$ cat src/rtl/cpu_clock_controller.sv
// rtl/cpu_clock_controller.sv - run/step/halt clock-enable controller for the MIPS core
// Divides Input_Clk to the processor rate and gates it through a run/step/halt FSM.
module cpu_clock_controller #(
    parameter int DIV_HALF        = 25,
    parameter int CNT_W           = 5,
    parameter int DEBOUNCE_CYCLES = 50000,
    parameter int DB_W            = 16
) (
    input  logic        Input_Clk,
    input  logic        Reset,
    input  logic        Run_Sw,
    input  logic        Step_Btn,
    input  logic        Halt_Req,
    output logic        Cpu_Clk_Out,
    output logic        Cpu_Clk_En,
    output logic [31:0] Cycle_Count,
    output logic [1:0]  State
);

    typedef enum logic [1:0] {
        ST_STOPPED  = 2'd0,
        ST_RUNNING  = 2'd1,
        ST_STEPPING = 2'd2,
        ST_HALTED   = 2'd3
    } state_t;

    logic [CNT_W-1:0] div_cnt_q, div_cnt_d;
    logic             cpu_clk_q, cpu_clk_d;
    logic             tick;

    logic             run_meta_q, run_s_q;
    logic             step_meta_q, step_s_q;

    logic [DB_W-1:0]  db_cnt_q, db_cnt_d;
    logic             db_level_q, db_level_d;
    logic             step_req_q, step_req_d;

    state_t           state_q, state_d;
    logic             en_q, en_d;
    logic [31:0]      cycle_cnt_q, cycle_cnt_d;

    // Free-running divider; tick marks the edge on which Cpu_Clk_Out rises.
    always_comb begin
        div_cnt_d = div_cnt_q + CNT_W'(1);
        cpu_clk_d = cpu_clk_q;
        if (div_cnt_q == CNT_W'(DIV_HALF - 1)) begin
            div_cnt_d = '0;
            cpu_clk_d = ~cpu_clk_q;
        end
    end

    assign tick = (div_cnt_q == CNT_W'(DIV_HALF - 1)) && !cpu_clk_q;

    always_ff @(posedge Input_Clk or posedge Reset) begin
        if (Reset) begin
            div_cnt_q <= '0;
            cpu_clk_q <= 1'b0;
        end else begin
            div_cnt_q <= div_cnt_d;
            cpu_clk_q <= cpu_clk_d;
        end
    end

    always_ff @(posedge Input_Clk or posedge Reset) begin
        if (Reset) begin
            run_meta_q  <= 1'b0;
            run_s_q     <= 1'b0;
            step_meta_q <= 1'b0;
            step_s_q    <= 1'b0;
        end else begin
            run_meta_q  <= Run_Sw;
            run_s_q     <= run_meta_q;
            step_meta_q <= Step_Btn;
            step_s_q    <= step_meta_q;
        end
    end

    // The synchronized button must disagree with the accepted level for
    // DEBOUNCE_CYCLES consecutive samples before the level follows it.
    always_comb begin
        db_cnt_d   = '0;
        db_level_d = db_level_q;
        step_req_d = 1'b0;
        if (step_s_q != db_level_q) begin
            if (db_cnt_q == DB_W'(DEBOUNCE_CYCLES - 1)) begin
                db_level_d = step_s_q;
                step_req_d = step_s_q;
            end else begin
                db_cnt_d = db_cnt_q + DB_W'(1);
            end
        end
    end

    always_ff @(posedge Input_Clk or posedge Reset) begin
        if (Reset) begin
            db_cnt_q   <= '0;
            db_level_q <= 1'b0;
            step_req_q <= 1'b0;
        end else begin
            db_cnt_q   <= db_cnt_d;
            db_level_q <= db_level_d;
            step_req_q <= step_req_d;
        end
    end

    always_comb begin
        state_d = state_q;
        case (state_q)
            ST_STOPPED: begin
                if (Halt_Req)        state_d = ST_HALTED;
                else if (run_s_q)    state_d = ST_RUNNING;
                else if (step_req_q) state_d = ST_STEPPING;
            end
            ST_RUNNING: begin
                if (Halt_Req)        state_d = ST_HALTED;
                else if (!run_s_q)   state_d = ST_STOPPED;
            end
            ST_STEPPING: begin
                if (Halt_Req)        state_d = ST_HALTED;
                else if (tick)       state_d = ST_STOPPED;
            end
            ST_HALTED: begin
                if (!run_s_q)        state_d = ST_STOPPED;
            end
            default:                 state_d = ST_STOPPED;
        endcase
    end

    always_comb begin
        en_d        = tick && !Halt_Req &&
                      ((state_q == ST_RUNNING) || (state_q == ST_STEPPING));
        cycle_cnt_d = cycle_cnt_q;
        if (en_q) begin
            cycle_cnt_d = cycle_cnt_q + 32'd1;
        end
    end

    always_ff @(posedge Input_Clk or posedge Reset) begin
        if (Reset) begin
            state_q     <= ST_STOPPED;
            en_q        <= 1'b0;
            cycle_cnt_q <= '0;
        end else begin
            state_q     <= state_d;
            en_q        <= en_d;
            cycle_cnt_q <= cycle_cnt_d;
        end
    end

    assign Cpu_Clk_Out = cpu_clk_q;
    assign Cpu_Clk_En  = en_q;
    assign Cycle_Count = cycle_cnt_q;
    assign State       = state_q;

endmodule

$ cat config.mk
export PLATFORM = sky130hd
export DESIGN_NAME = cpu_clock_controller
export DESIGN_NICKNAME = d
export VERILOG_FILES = /design/src/rtl/cpu_clock_controller.sv
export SDC_FILE = /design/constraint.sdc
export NUM_CORES = 1
export LEC_CHECK = 0
export BUFFER_PORTS_ARGS = -buffer_cell sky130_fd_sc_hd__buf_2
export CAP_MARGIN = 20
export CORE_AREA = 2 2 73 75
export DETAILED_ROUTE_END_ITERATION = 10
export DIE_AREA = 0 0 75 77
export HOLD_SLACK_MARGIN = 0.1
export PLACE_DENSITY = 0.81
export SYNTH_ARGS = -nofsm -noshare
export SYNTH_HDL_FRONTEND = slang
export SYNTH_SLANG_ARGS = --single-unit
$ cat constraint.sdc
create_clock -name Input_Clk -period 3.5 [get_ports Input_Clk]
set_input_delay 0.7 -clock Input_Clk [delete_from_list [all_inputs] [get_ports Input_Clk]]
set_output_delay 0.7 -clock Input_Clk [all_outputs]
set_load 0.02 [all_outputs]
After elaboration in Yosys (flattened, before gate mapping)
Index checks and enable logic that the tools add are counted.
{"block": "totals", "register_bits": 63, "out_inout_bits": 36, "n_memories": 0, "ram_bits": 0, "input_bits": 5, "word_cells": 46, "rom_bits": 0, "latch_bits": 0}
{"block": "op_classes", "order_cmp": 0, "n_bitwise": 1, "n_mux": 13, "shifts": 0, "add_sub_neg": 3, "mul": 0, "n_reduce_logical": 9, "n_eq_ne": 8, "div": 0}
{"operator": "adder 32 x 1 -> 32 bit, second input constant", "n": 1}
{"operator": "two-way mux 16 bit", "n": 2}
{"operator": "adder 16 x 1 -> 16 bit, second input constant", "n": 1}
{"operator": "== test 16 bit, second input constant", "n": 1}
{"operator": "two-way mux 2 bit", "n": 7}
{"operator": "case mux 2 bit (4 select lines)", "n": 1}
{"operator": "adder 5 x 1 -> 5 bit, second input constant", "n": 1}
{"operator": "== test 5 bit, second input constant", "n": 1}
{"operator": "two-way mux 5 bit", "n": 1}
{"operator": "== test 2 bit, second input constant", "n": 2}
{"operator": "!= test 4 bit, second input constant", "n": 1}
{"operator": "AND reduction 2 bit", "n": 2}
{"operator": "logical AND 1 bit", "n": 3}
{"operator": "!= test 3 bit, second input constant", "n": 1}
{"operator": "== test 2 x 1 -> 1 bit, second input constant", "n": 1}
{"operator": "zero test 1 bit", "n": 2}
{"operator": "zero test 2 bit", "n": 1}
{"operator": "two-way mux 1 bit", "n": 2}
{"operator": "logical OR 1 bit", "n": 1}
{"operator": "!= test 1 bit", "n": 1}
{"operator": "inverter 1 bit", "n": 1}

Depth between registers and ports, before layout
Gate-level depths: netlist of run 1.
{"block": "logic_depth", "word_depth": 5, "depth_mapped": 7, "ltp_nobuf": 6}

Worst setup path before layout of run 1
Ideal clock, no wire load.
{"block": "synth_timing", "path_type": "register -> register", "from": "register cycle_cnt_q[0] (netlist: Cycle_Count[0])", "to": "register cycle_cnt_q[8] (netlist: Cycle_Count[8])", "period_less_slack_ns": 1.610, "n_path_buf": 1, "path_slack_ns": 1.890, "t_required_ns": 3.367, "arrival_ns": 1.477, "stages_incl_launch_ff": 7, "setup_ns": 0.133, "path_cell_list": "dfrtp_1 ha_1 and4_1 and2_1 buf_2 nand4_1 xnor2_1"}
{"block": "synth_via", "elab_chain_cells": 1}
{"element": "from (decl)", "line_no": "40", "source": "logic [31:0] cycle_cnt_q, cycle_cnt_d;"}
{"element": "from (signal assigned)", "line_no": "146", "source": "cycle_cnt_q <= cycle_cnt_d;"}
{"element": "adder 32 x 1 -> 32 bit", "line_no": "134", "source": "cycle_cnt_d = cycle_cnt_q + 32'd1;"}
Every way passes these cells.
A chain may end at the register's enable or synchronous reset.

Worst setup path in the final report of run 1
{"block": "layout_timing", "from": "register cycle_cnt_q[5] (netlist: Cycle_Count[5])", "to": "register cycle_cnt_q[30] (netlist: Cycle_Count[30])"}
Same word-level chain as after synthesis.

==> results.sh, run 1 <==
export IMPL_grt_pass1_wl_mm=10.0
export IMPL_io_buffers=40
export IMPL_synthCells=258
export IMPL_holdWs_ps=348
export IMPL_synth_area_top_cells="dfrtp_1 (53%), xnor2_1 (8.3%), xor2_1 (5.6%)"
export IMPL_insertion_delay_ps=330
export IMPL_finalCritPeriodShare_pct=51.5
export IMPL_netSwitchingFraction_pct=25.0
export IMPL_r2r_cells=4
export IMPL_syn_nets=272
export IMPL_netlist_area_um2=2950
export IMPL_drv_slew=0
export IMPL_die_area_um2=5780
export IMPL_p_comb_share_pct=11.9
export IMPL_reg2reg_to="Cycle_Count[30]"
export IMPL_r2r_slack_ps=1700
export IMPL_syn_to_final_growth_pct=15.7
export IMPL_htreeDepth=3
export IMPL_rows=26
export IMPL_pin_count=41
export IMPL_endpoint="Cycle_Count[30]"
export IMPL_yosysWarningCount=0
export IMPL_synth_main_ff_cell="dfrtp_1"
export IMPL_worst_slew_pin_slew_ps=886
export IMPL_setup_tns_final_ps=0
export IMPL_power_density_nw_per_um2=473
export IMPL_cts_inserted_buffers=9
export IMPL_dr_pass1_iters=4
export IMPL_wl_per_cell_um=14.7
export IMPL_crit_reg2reg_launch="Cycle_Count[5]"
export IMPL_hold_viol_final=0
export IMPL_gr_total_overflow=0
export IMPL_finalSetupViolations=0
export IMPL_internal_power_mw=1.21
export IMPL_path_clk_slew_ps=70
export IMPL_setup_worst_path_start="Cycle_Count[5]"
export IMPL_seq_area_frac_synth_pct=53.4
export IMPL_worstSetupEndpointType="register"
export IMPL_max_vdd_ir_drop_uv=444
export IMPL_dpl_hpwl_mm=3.76
export IMPL_layout_nets=317
export IMPL_grtUsageTotal_pct=22.6
export IMPL_postRouteAntennaNets=0
export IMPL_wl_mm=5.57
export IMPL_cp_start_kind="register"
export IMPL_fmax_ghz=0.554
export IMPL_cp_max_fo=11
export IMPL_grt_pass1_vias=2042
export IMPL_fin_skew_ps=8.41
export IMPL_p_clk_share_pct=40.1
export IMPL_start_util_pct=59.3
export IMPL_synth_edf_count=0
export IMPL_gp_congestion=0.814
export IMPL_cts_hold_buf=0
export IMPL_layout_min_cycle_time_ps=1800
export IMPL_slew_headroom_pct=40.8
export IMPL_avgSynthCellArea_um2=11.4
export IMPL_netlist_area_leader_share_pct=53.4
export IMPL_nFillCells=363
export IMPL_hold_path_class="reg2reg"
export IMPL_die_x_um=75
export IMPL_drive_above_1_share_pct=21.1
export IMPL_crit_arrival_ps=2020
export IMPL_status="complete, no violations"
export IMPL_antenna_found_initial=0
export IMPL_p_sw_uw=404
export IMPL_synth_seq_cells=63
export IMPL_drc=0
export IMPL_drv_cap=0
export IMPL_cts_post_setup_buffers_inserted=0
export IMPL_clk_path_buf_depth=2
export IMPL_critPathKind="reg2reg"
export IMPL_cts_sinks=63
export IMPL_leakage_nw=1.70
export IMPL_drtIter0Drc=131
export IMPL_core_area_um2=4980
export IMPL_synth_commonest_cells="dfrtp_1 (63), xnor2_1 (28), nor2_1 (21), nand4_1 (19), xor2_1 (19)"
export IMPL_p_seq_share_pct=48.0
export IMPL_setup_ws_ps=1700
export IMPL_drt_vias_per_instance=5.43
export IMPL_grt_start_max_net_pins=46
export IMPL_cts_root_buf="clkbuf_8"
export IMPL_synth_async_sr_flop_share_pct=100
export IMPL_cts_resized=0
export IMPL_cts_tree="done"
export IMPL_rsz0062_at_grt="false"
export IMPL_synth_most_common_cell="dfrtp_1"
export IMPL_place_ws_ps=1720
export IMPL_die_y_um=77
export IMPL_n_antenna_cell=0
export IMPL_yosysTopAreaCell="dfrtp_1"
export IMPL_cp_required_ps=3710
export IMPL_num_vias=2053
export IMPL_yosysUniqueCellTypes=40
==> power groups by stage <==
stage	Combinational, mW	Sequential [mW]	Clock (mW)
after floorplan	0.122	0.805	0
after global placement	0.186	0.787	0
after detailed placement	0.191	0.789	0
after CTS	0.192	0.775	0.659
after global routing	0.221	0.779	0.690
final	0.192	0.776	0.647
==> through the flow <==
stage                     util [%]  cells  instance area (um2)  total power [mW]
after floorplan                  -    258                 2950             0.927
after global routing          68.6    378                 3410              1.69
after global placement        64.4    362                 3210             0.973
after detailed placement      64.4    362                 3210             0.980
final                         68.6    378                 3410              1.62
after CTS                     68.6    378                 3410              1.63
==> worst min path at each step <==
stage               slack, ps       end  cells past startpoint   startpoint
CTS                       350   run_s_q                      0   run_meta_q
detailed placement        340   run_s_q                      0   run_meta_q
global route              350  step_s_q                      0  step_meta_q
global placement          330   run_s_q                      0   run_meta_q
finish                    350  step_s_q                      0  step_meta_q
floorplan                 330   run_s_q                      0   run_meta_q
==> cell families after synthesis <==
| group | synth area share (%) |
|---|---|
| flops | 53.4 |
| simple gates | 21.7 |
| compound gates | 3.65 |
| buf+inv | 2.37 |
| xor+xnor | 14.0 |
| fa+ha+maj | 3.82 |
| mux | 1.10 |
==> state kept, by name, indices dropped and copies added, names as in the netlist, 2 cells and up <==
| register | count |
|---|---|
| State | 2 |
| Cycle_Count | 32 |
| div_cnt_q | 5 |
| db_cnt_q | 16 |
==> layout make-up <==
type	count	area (um2)	share of cell area, %
Sequential cell	63	1580	46.2
Clock buffer	13	169	4.95
Multi-Input combinational cell	180	1300	38.2
Tap cell	70	87.6	2.57
Inverter	8	30.0	0.879
Clock inverter	3	40.0	1.17
Timing Repair Buffer	41	208	6.08
==> metal layers <==
metal	vias to the layer above	global-route usage, %	routed length (um)
met5	-	0	0
met4	0	7.32	79
met3	11	4.34	172
met2	35	33.9	2710
met1	1008	32.9	2610
li1	999	-	-
==> worst max-delay path, cell delays in order, from the launching register on <==
cell and delay [ps]:
dfrtp_1 490, nand4_4 170, nor4_4 640, nand4_1 230
xnor2_1 180
==> layout by cell type, fill, tap and decap left out, types with 7 or more instances in the layout <==
cell / Yosys / routed
buf_2: 2 / 40
and4_1: 9 / 9
and3_1: 7 / 7
nand2_1: 14 / 14
ha_1: 9 / 9
nor2_1: 21 / 21
xnor2_1: 28 / 28
clkbuf_8: 0 / 12
inv_1: 8 / 7
dfrtp_1: 63 / 63
nand4_1: 19 / 19
xor2_1: 19 / 19
nand3_1: 16 / 16
No activity file was read; power rests on OpenSTA's default activity.
==> run 2, diff against run 1 <==
CORE_AREA = 2 2 75 77   (was 2 2 73 75)
DIE_AREA = 0 0 77 79   (was 0 0 75 77)
PLACE_DENSITY = 0.77   (was 0.81)
clock period = 1.7 ns   (was 3.5 ns; I/O delays follow)
==> results.sh, run 2 (same netlist as run 1, synthesis figures left out) <==
export IMPL_status="complete, no violations"
export IMPL_crit_arrival_ps=1830
export IMPL_cp_required_ps=1970
export IMPL_worstPathCellList="inv_1 -> ha_1 -> nand4b_1 -> o21ai_1 -> a31o_2 -> o2bb2ai_1"
export IMPL_layout_nets=335
export IMPL_slew_headroom_pct=67.1
export IMPL_fin_skew_ps=7.13
export IMPL_gp_congestion=0.807
export IMPL_cp_depth=6
export IMPL_drv_slew=0
export IMPL_drt_vias_per_instance=5.41
export IMPL_dp_cells=377
export IMPL_worst_slew_pin_slew_ps=492
export IMPL_core_area_um2=5340
export IMPL_syn_to_final_growth_pct=21.1
export IMPL_layout_min_cycle_time_ps=1570
export IMPL_drtIter0Drc=72
export IMPL_cp_start_kind="register"
export IMPL_hold_viol_final=0
export IMPL_grtUsageTotal_pct=21.5
export IMPL_fmax_ghz=0.639
export IMPL_postRouteAntennaNets=0
export IMPL_grt_pass1_vias=2241
export IMPL_num_vias=2148
export IMPL_io_buffers=40
export IMPL_reg2reg_to="State[0]"
export IMPL_start_util_pct=55.3
export IMPL_final_common_cell="dfrtp_1"
export IMPL_cts_tree="done"
export IMPL_wl_mm=5.75
export IMPL_layout_common_cells="dfrtp_1 (62), buf_2 (40), xnor2_1 (28), nor2_1 (21)"
export IMPL_finalCritPeriodShare_pct=92.1
export IMPL_max_vdd_ir_drop_uv=718
export IMPL_r2r_cells=6
export IMPL_worst_path_buf_inv=1
export IMPL_drc=0
export IMPL_crit_reg2reg_launch="div_cnt_q[0]"
export IMPL_cts_sinks=63
export IMPL_cts_root_buf="clkbuf_8"
export IMPL_final_cells=397
export IMPL_power_density_nw_per_um2=920
export IMPL_rsz0062_at_grt="false"
export IMPL_drv_cap=0
export IMPL_nFillCells=452
export IMPL_clk_path_buf_depth=2
export IMPL_r2r_slack_ps=130
export IMPL_critPathKind="reg2reg"
export IMPL_cp_max_fo=4
export IMPL_worstSetupEndpointType="register"
export IMPL_antenna_found_initial=0
export IMPL_max_stage_delay_ps=420
export IMPL_seqCellArea_um2=1580
export IMPL_htreeDepth=3
export IMPL_leakage_nw=1.78
export IMPL_path_delay_family="compound AO/OA/AOI/OAI gates"
export IMPL_die_area_um2=6080
export IMPL_setup_worst_path_start="div_cnt_q[0]"
export IMPL_endpoint="State[0]"
export IMPL_die_y_um=79
export IMPL_insertion_delay_ps=350
export IMPL_grt_pass1_wl_mm=10.3
export IMPL_wl_per_cell_um=14.5
export IMPL_slowest_stage="dfrtp_1"
export IMPL_hold_path_class="in2reg"
export IMPL_dr_pass1_iters=4
export IMPL_grt_start_max_net_pins=27
export IMPL_finalSetupViolations=0
export IMPL_multi_input_area_um2=1310
export IMPL_drive_above_1_share_pct=24.9
export IMPL_n_antenna_cell=0
export IMPL_gr_total_overflow=0
export IMPL_cts_inserted_buffers=9
export IMPL_rows=27
export IMPL_dpl_hpwl_mm=4.11
export IMPL_setup_tns_final_ps=0
export IMPL_pin_count=41
export IMPL_largest_register_ffs=32
export IMPL_die_x_um=77
export IMPL_path_clk_slew_ps=70
==> run 2: power breakdown <==
part	switching (mW)	internal, mW
combinational	0.249	0.183
clock	0.551	0.710
sequential	0.0495	1.54
==> run 2: what timing repair did <==
action                     4_1_cts  5_1_grt
setup endpoints to repair        0       20
hold endpoints to repair        19        0
hold buffers                     3        0
setup buffers                    0        2
gates resized for setup          0        4
==> run 2: how the worst min path moves through the flow <==
stage | from | end | depth (start not counted)
CTS | Halt_Req | Cpu_Clk_En | 2
global route | Halt_Req | Cpu_Clk_En | 2
global placement | run_meta_q | run_s_q | 0
detailed placement | run_meta_q | run_s_q | 0
floorplan | run_meta_q | run_s_q | 0
finish | Halt_Req | Cpu_Clk_En | 2
==> run 2: per-stage QoR <==
step / util (%) / instance area, um2 / hold WS (ps) / total power, mW / setup WS [ps]
2_1_floorplan: - / 2950 / 331 / 1.91 / 90.2
3_3_place_gp: 62.5 / 3330 / 334 / 2.03 / 94.3
3_5_place_dp: 62.5 / 3330 / 350 / 2.05 / 51.2
4_1_cts: 66.6 / 3550 / 252 / 3.32 / 27.6
5_1_grt: 66.9 / 3570 / 274 / 3.44 / 2.29
6_report: 66.9 / 3570 / 266 / 3.29 / 134
==> run 2: cell type report <==
cell class	count	share of cell area (%)
Clock inverter	3	1.23
Tap cell	72	2.52
Inverter	8	0.946
Clock buffer	12	4.06
Timing Repair Buffer	59	10.5
Sequential cell	63	44.2
Multi-Input combinational cell	180	36.6
==> run 2: layer usage <==
layer  wire length (um)  up-vias  part of all wire (%)  global-route usage, %
met4                116        0                   2.0                   7.50
met2               2900       38                    50                   36.7
met5                  0        -                     0                      0
met1               2510     1062                    44                   25.9
met3                226       11                   3.9                   7.16
li1                   -     1037                     -                      -
==> run 3, diff against run 2 <==
GPL_TIMING_DRIVEN = 0   (was unset)
HOLD_SLACK_MARGIN = 0.12   (was 0.1)
==> results.sh, run 3 (same netlist as run 1, synthesis figures left out) <==
export IMPL_p_comb_share_pct=13.4
export IMPL_layout_nets=331
export IMPL_worst_slew_pin_slew_ps=508
export IMPL_drv_slew=0
export IMPL_path_clk_slew_ps=60
export IMPL_p_seq_share_pct=50.3
export IMPL_finalSetupViolations=0
export IMPL_rows=27
export IMPL_final_common_cell="dfrtp_1"
export IMPL_fin_skew_ps=7.83
export IMPL_n_antenna_cell=0
export IMPL_finalCritPeriodShare_pct=96.7
export IMPL_setup_ws_ps=55.3
export IMPL_nFillCells=441
export IMPL_setup_tns_final_ps=0
export IMPL_postRouteAntennaNets=0
export IMPL_die_y_um=79
export IMPL_io_buffers=40
export IMPL_fmax_ghz=0.608
export IMPL_netSwitchingFraction_pct=27.1
export IMPL_internal_power_mw=2.32
export IMPL_p_clk_share_pct=36.4
export IMPL_antenna_found_initial=0
export IMPL_critPathKind="reg2reg"
export IMPL_power_density_nw_per_um2=903
export IMPL_worstSetupEndpointType="register"
export IMPL_setup_worst_path_start="db_cnt_q[0]"
export IMPL_crit_arrival_ps=1860
export IMPL_hold_end="Cpu_Clk_En"
export IMPL_syn_to_final_growth_pct=19.5
export IMPL_crit_reg2reg_launch="db_cnt_q[0]"
export IMPL_num_vias=2143
export IMPL_dpl_hpwl_mm=4.00
export IMPL_hold_path_class="in2reg"
export IMPL_reg2reg_to="db_cnt_q[6]"
export IMPL_grt_pass1_wl_mm=9.82
export IMPL_htreeDepth=3
export IMPL_cts_sinks=63
export IMPL_cp_max_fo=10
export IMPL_drt_vias_per_instance=5.44
export IMPL_dpl_instance_area_um2=3260
export IMPL_hold_viol_final=0
export IMPL_holdWs_ps=294
export IMPL_gp_congestion=0.769
export IMPL_slew_headroom_pct=66.0
export IMPL_pin_count=41
export IMPL_clk_path_buf_depth=2
export IMPL_layout_min_cycle_time_ps=1640
export IMPL_wl_per_cell_um=14.6
export IMPL_p_sw_uw=863
export IMPL_grt_pass1_vias=2121
export IMPL_cts_root_buf="clkbuf_8"
export IMPL_status="complete, no violations"
export IMPL_gr_total_overflow=0
export IMPL_drive_above_1_share_pct=25.5
export IMPL_start_util_pct=55.3
export IMPL_r2r_cells=6
export IMPL_hold_start="Halt_Req"
export IMPL_drv_cap=0
export IMPL_layout_common_cells="dfrtp_1 (61), buf_2 (41), xnor2_1 (28), nor2_1 (20)"
export IMPL_drc=0
export IMPL_grtUsageTotal_pct=20.6
export IMPL_min_delay_path_depth=2
export IMPL_drtIter0Drc=97
export IMPL_dr_pass1_iters=4
export IMPL_place_ws_ps=-176
export IMPL_core_area_um2=5340
export IMPL_largest_register_ffs=32
export IMPL_leakage_nw=1.75
export IMPL_power_mw=3.18
export IMPL_grt_start_max_net_pins=43
export IMPL_cts_inserted_buffers=9
export IMPL_die_area_um2=6080
export IMPL_final_area_um2=3520
export IMPL_cp_start_kind="register"
export IMPL_max_vdd_ir_drop_uv=592
export IMPL_cts_tree="done"
export IMPL_r2r_slack_ps=60
export IMPL_insertion_delay_ps=330
export IMPL_cp_required_ps=1920
export IMPL_die_x_um=77
export IMPL_wl_mm=5.77
run 3: worst max path at each step:
stage | to | slack (ps) | cells after the start
6_report | db_cnt_q[6] | 60 | 6
4_1_cts | State[1] | 5 | 6
3_3_place_gp | db_cnt_q[8] | -130 | 7
3_5_place_dp | db_cnt_q[5] | -180 | 7
5_1_grt | db_cnt_q[6] | -30 | 6
2_1_floorplan | Cycle_Count[8] | 90 | 6
run 3: metal layers:
layer / wire (um) / share of wire (%) / track usage, %
met5: 0 / 0 / 0
met4: 63 / 1.1 / 8.04
met3: 229 / 4.0 / 6.14
met2: 2900 / 50 / 33.9
met1: 2570 / 45 / 25.9
run 3: what timing repair did:
item	CTS	global route
endpoints found under the setup margin	11	29
cloned	0	0
buffers inserted	0	6
hold buffers	2	1
endpoints found under the hold margin	22	1
resized for setup	2	7
pin swaps	1	2
run 3: power by group through the flow:
stage / Combinational, mW / Sequential [mW] / Clock, mW
3_5_place_dp: 0.408 / 1.62 / 0
5_1_grt: 0.470 / 1.61 / 1.25
2_1_floorplan: 0.252 / 1.66 / 0
6_report: 0.426 / 1.60 / 1.16
4_1_cts: 0.414 / 1.60 / 1.18
3_3_place_gp: 0.380 / 1.62 / 0
run 3: stage by stage:
stage | util [%] | cells
final | 66.0 | 394
after global routing | 66.0 | 394
after CTS | 64.8 | 388
after detailed placement | 61.2 | 371
after global placement | 60.8 | 370
after floorplan | - | 258
run 3: worst max-delay path, stage by stage, from the launching register on:
cell	delay (ps)
dfrtp_1	400
ha_1	200
and3_2	260
nand4_1	220
nand2_2	190
buf_4	200
nor2_1	70
run 3: cell type report:
| cell class | count | area, um2 | area share (%) |
|---|---|---|---|
| clock buffers | 12 | 155 | 4.40 |
| repair buffers | 50 | 295 | 8.38 |
| multi-input cells | 180 | 1320 | 37.3 |
| well taps | 72 | 90.1 | 2.56 |
| inverters | 8 | 33.8 | 0.958 |
| flip-flops and latches | 63 | 1580 | 44.8 |
| plain buffers | 5 | 35.0 | 0.994 |
| clock inverters | 4 | 20.0 | 0.568 |
